`config.mk`:
```
export PLATFORM = sky130hd
export DESIGN_NAME = axis_upsizer
export DESIGN_NICKNAME = d
export VERILOG_FILES = /design/src/rtl/axis_upsizer.sv
export SDC_FILE = /design/constraint.sdc
export NUM_CORES = 1
export LEC_CHECK = 0
export BUFFER_PORTS_ARGS = -buffer_cell sky130_fd_sc_hd__buf_2
export CORE_MARGIN = 2
export CORE_UTILIZATION = 55
export DETAILED_ROUTE_END_ITERATION = 10
export GPL_ROUTABILITY_DRIVEN = 0
export GPL_TIMING_DRIVEN = 0
export MAX_ROUTING_LAYER = met4
export PLACE_DENSITY = 0.78
export SETUP_SLACK_MARGIN = 0.2
export SYNTH_ARGS = -nofsm -noshare
export SYNTH_HDL_FRONTEND = slang
export SYNTH_SLANG_ARGS = --single-unit
```
`constraint.sdc`:
```
create_clock -name aclk -period 3.2 [get_ports aclk]
set_input_delay 0.64 -clock aclk [delete_from_list [all_inputs] [get_ports aclk]]
set_output_delay 0.64 -clock aclk [all_outputs]
set_load 0.02 [all_outputs]
```
`src/rtl/axis_upsizer.sv`:
```
// axis_upsizer: packs cfg_data+1 narrow AXI4-Stream words into one wide beat, lane 0 first.
// Define AXIS_UPSIZER_TLAST_EN to add s_axis_tlast/m_axis_tlast, which close a word early.
module axis_upsizer #(
    parameter int S_AXIS_TDATA_WIDTH = 32,
    parameter int M_AXIS_TDATA_WIDTH = 128
) (
    input  logic                          aclk,
    input  logic                          aresetn,
    input  logic [15:0]                   cfg_data,
    input  logic [S_AXIS_TDATA_WIDTH-1:0] s_axis_tdata,
    input  logic                          s_axis_tvalid,
    output logic                          s_axis_tready,
`ifdef AXIS_UPSIZER_TLAST_EN
    input  logic                          s_axis_tlast,
    output logic                          m_axis_tlast,
`endif
    output logic [M_AXIS_TDATA_WIDTH-1:0] m_axis_tdata,
    output logic                          m_axis_tvalid,
    input  logic                          m_axis_tready
);
    localparam int S = S_AXIS_TDATA_WIDTH;
    localparam int RATIO = M_AXIS_TDATA_WIDTH / S_AXIS_TDATA_WIDTH;
    localparam int CNTR_WIDTH = RATIO > 1 ? $clog2(RATIO) : 1;
    localparam int AL = RATIO > 1 ? RATIO - 1 : 1;
    localparam logic [CNTR_WIDTH-1:0] LMAX = CNTR_WIDTH'(RATIO - 1);

    logic [CNTR_WIDTH-1:0]         cntr_q, cntr_d, len_q, len_d, cfg_len;
    logic [AL*S-1:0]               acc_q, acc_d;
    logic [(AL+1)*S-1:0]           wide;
    logic [M_AXIS_TDATA_WIDTH-1:0] mdata_q, mdata_d, word;
    logic                          mvalid_q, mvalid_d, tlast_q, tlast_d;
    logic                          beat, done, last_in;
    logic                          unused_cfg;

    assign unused_cfg = ^cfg_data[15:CNTR_WIDTH];
`ifdef AXIS_UPSIZER_TLAST_EN
    assign last_in = s_axis_tlast;
    assign m_axis_tlast = tlast_q;
`else
    assign last_in = 1'b0;
`endif
    assign m_axis_tdata = mdata_q;
    assign m_axis_tvalid = mvalid_q;

    // len follows cfg_data only while cntr==0, so ready reflects the length the next beat will use
    always_comb begin
        cfg_len = cfg_data[CNTR_WIDTH-1:0] > LMAX ? LMAX : cfg_data[CNTR_WIDTH-1:0];
        len_d = cntr_q == '0 ? cfg_len : len_q;
        s_axis_tready = ~((cntr_q == len_d || last_in) && mvalid_q && !m_axis_tready);
        beat = s_axis_tvalid & s_axis_tready;
        done = beat & (cntr_q == len_d || last_in);
        wide = {{S{1'b0}}, acc_q};
        for (int i = 0; i < RATIO; i++)
            word[i*S +: S] = CNTR_WIDTH'(i) == cntr_q ? s_axis_tdata :
                             CNTR_WIDTH'(i) < cntr_q ? wide[i*S +: S] : '0;
        acc_d = acc_q;
        if (done)
            acc_d = '0;
        else if (beat)
            acc_d[cntr_q*S +: S] = s_axis_tdata;
        cntr_d = done ? '0 : beat ? cntr_q + 1'b1 : cntr_q;
        mvalid_d = done | (mvalid_q & ~m_axis_tready);
        mdata_d = done ? word : mdata_q;
        tlast_d = done ? last_in : tlast_q;
    end

    always_ff @(posedge aclk) begin
        if (!aresetn) begin
            cntr_q <= '0;
            len_q <= '0;
            acc_q <= '0;
            mdata_q <= '0;
            mvalid_q <= 1'b0;
            tlast_q <= 1'b0;
        end else begin
            cntr_q <= cntr_d;
            len_q <= len_d;
            acc_q <= acc_d;
            mdata_q <= mdata_d;
            mvalid_q <= mvalid_d;
            tlast_q <= tlast_d;
        end
    end
endmodule

```
==> results.json <==
{
  "clock_skew_ns": 0.0163,
  "hold_depth": 2,
  "grt_overflow_total": 0,
  "dr.pass1.iters": 6,
  "hold_buffers": 0,
  "final_max_slew_viol_count": 0,
  "ios": 182,
  "criticalPathCategory": "flop to output pin",
  "start_util_pct": 56.4,
  "syn_inst": 1230,
  "wire_per_inst_um": 23.9,
  "port_buffers": 166,
  "dp_hpwl_um": 27600,
  "nets": 1499,
  "r2r_cells": 11,
  "layout_common_cells": "227 x dfxtp_1, 177 x buf_2, 158 x clkbuf_1, 129 x mux2i_1, 99 x nand2_1",
  "synth_top_flop_cell": "dfxtp_1",
  "final.period_utilization_pct": 102,
  "cts_made_buffers": 25,
  "powerDensity_nw_per_um2": 795,
  "grt_pass1_wl_um": 62700,
  "route.vias.total": 11800,
  "vias_per_cell": 6.85,
  "clockRootBuffer": "clkbuf_16",
  "layout_commonest_cell": "dfxtp_1",
  "die_w_um": 149,
  "period_minus_slack_ns": 3.27,
  "ys_seq_area_share_pct": 39.8,
  "rsz0062_at_grt": "true",
  "cts.clk_slew.worst_paths_ns": 0.06,
  "die_h_um": 149,
  "fill_cells": 1676,
  "fin_cells": 1725,
  "startpoint_type": "flop",
  "maxCapViolations": 0,
  "status": "complete, but fails checks",
  "drt-initial-drc-count": 1168,
  "cellLeakagePower_nw": 5.16,
  "hold_viol": 0,
  "arrival_ns": 2.63,
  "num_rows": 52,
  "syn_nets": 1289,
  "hp-class": "flop to flop",
  "ant_nets": 0,
  "grt_max_degree": 13,
  "die-area_sq_um": 22100,
  "synth_edf_count": 0,
  "core_sq_um": 20400,
  "ys_ff_latch": 229,
  "synth_cell_types": 37,
  "diodes": 0,
  "crit_fanout": 3,
  "yosysWarnings": 0,
  "antenna_found_initial": 0,
  "dp_cells": 1666,
  "finalSetupViolations": 1,
  "worstPathRequired_ns": 2.56,
  "worst_pin_slew_ns": 0.908,
  "clock_latency_ns": 0.54,
  "areaGrowthSynthToFinish_pct": 19.4,
  "grt_pass1_vias": 11300,
  "fmax_mhz": 306,
  "cts.sinks": 229,
  "synthArstFlopShare_pct": 0,
  "violations": "negative setup slack",
  "worst_slack_ns": -0.0674,
  "htreeDepth": 1,
  "slew_headroom_pct": 39.4,
  "routed_wl_um": 41200,
  "endpoint_kind": "output pin",
  "cts_tree": "done",
  "ir_worst_vdd_mv": 0.455,
  "cts_buffer_depth": 3,
  "grt_use_total_pct": 37.0,
  "drc": 0,
  "syn_avg_cell_area_sq_um": 9.37,
  "synth_area_sq_um": 11500,
  "hold_slack_ns": 0.466,
  "drive_above_1_share_pct": 18.3
}
-- sequential cells by signal, indices dropped and copies added, names as in the netlist --
signal,count
acc_q,96
len_q,2
cntr_q,2
m_axis_tdata,128
m_axis_tvalid,1
-- cell families after synthesis --
family / count (synthesis) / synth area share [%]
compound gates: 458 / 30.3
flops: 229 / 39.8
simple gates: 209 / 10.3
buf+inv: 192 / 6.93
mux: 131 / 11.6
fa+ha+maj: 7 / 0.760
xor+xnor: 4 / 0.369
-- report_power, final --
part	internal, W	switching (W)	total, W
clock	0.00155	0.00119	0.00274
combinational	0.00147	0.00325	0.00472
sequential	0.00324	0.000235	0.00348
-- per-layer routing --
metal  part of all wire (%)  up-vias  track usage [%]  wire length, um
met4                    6.5        0             22.8             2670
li1                       -     5340                -                -
met5                      0        -                -                0
met3                     11      181             6.91             4570
met2                     43      678             54.2            17800
met1                     39     5610             47.5            16200
-- through the flow --
stage	total power [W]	setup slack [ns]	utilization, %	instance area (sq um)	setup TNS, ns
after floorplan	0.00642	0.237	-	11500	0
after global placement	0.00774	-0.468	62.2	12700	-24.90
after detailed placement	0.00782	-0.564	62.2	12700	-30.96
after global routing	0.0113	-0.101	67.3	13800	-0.101
after CTS	0.0107	-0.0358	67.2	13700	-0.0358
final	0.0109	-0.0674	67.3	13800	-0.0674
-- timing repair --
action | in CTS | in global routing
pin swaps | 3 | 1
endpoints found under the hold margin | 0 | 0
buffers inserted | 16 | 1
resized for setup | 34 | 7
gates cloned | 0 | 0
endpoints found under the setup margin | 218 | 71
-- Yosys cell counts, drive strengths merged (2+ instances only) --
| library cell | count | area share (%) |
|---|---|---|
| a21oi | 33 | 1.4 |
| o311a | 2 | 0.17 |
| a2111oi | 2 | 0.15 |
| buf | 37 | 1.9 |
| nand3 | 2 | 0.087 |
| dfxtp | 229 | 40 |
| mux2i | 131 | 12 |
| nand3b | 65 | 4.2 |
| nand2b | 2 | 0.11 |
| nand2 | 99 | 3.2 |
| or4 | 32 | 2.1 |
| a31oi | 96 | 5.2 |
| ha | 7 | 0.76 |
| o211ai | 96 | 6.3 |
| o31ai | 33 | 2.2 |
| nor2 | 2 | 0.065 |
| xnor2 | 4 | 0.37 |
| a211oi | 32 | 2.1 |
| a311oi | 64 | 4.9 |
| nor3 | 3 | 0.17 |
| o311ai | 99 | 7.9 |
| inv | 2 | 0.065 |
| clkbuf | 152 | 5.0 |
-- layout make-up --
cell class / instances / area, sq um / area share [%]
Clock inverter: 3 / 18.8 / 0.136
Sequential cell: 229 / 4590 / 33.4
Buffer: 189 / 861 / 6.26
Multi-Input combinational cell: 809 / 6230 / 45.3
Tap cell: 270 / 338 / 2.46
Clock buffer: 39 / 728 / 5.29
Inverter: 3 / 27.5 / 0.200
Timing Repair Buffer: 183 / 965 / 7.01
-- worst paths after layout --
path,startpoint,endpoint,slack (ns)
max,cntr_q[1]$_SDFFE_PP0P_,s_axis_tready,-0.07
min reg2reg,m_axis_tdata[115]$_SDFFE_PN0P_,m_axis_tdata[115]$_SDFFE_PN0P_,0.47
min,m_axis_tdata[115]$_SDFFE_PN0P_,m_axis_tdata[115]$_SDFFE_PN0P_,0.47
max reg2reg,cntr_q[1]$_SDFFE_PP0P_,m_axis_tdata[28]$_SDFFE_PN0P_,0.27
-- worst max-delay path: stages (launching register included) --
cell       delay (ns)
dfxtp_4          0.35
clkbuf_16        0.14
clkinv_8         0.04
ha_4             0.14
buf_6            0.13
mux2i_4          0.19
xnor2_2          0.16
buf_6            0.13
buf_8            0.11
buf_8            0.11
buf_8            0.11
or3_4            0.33
buf_6            0.14
No activity file was read; power rests on OpenSTA's default activity.
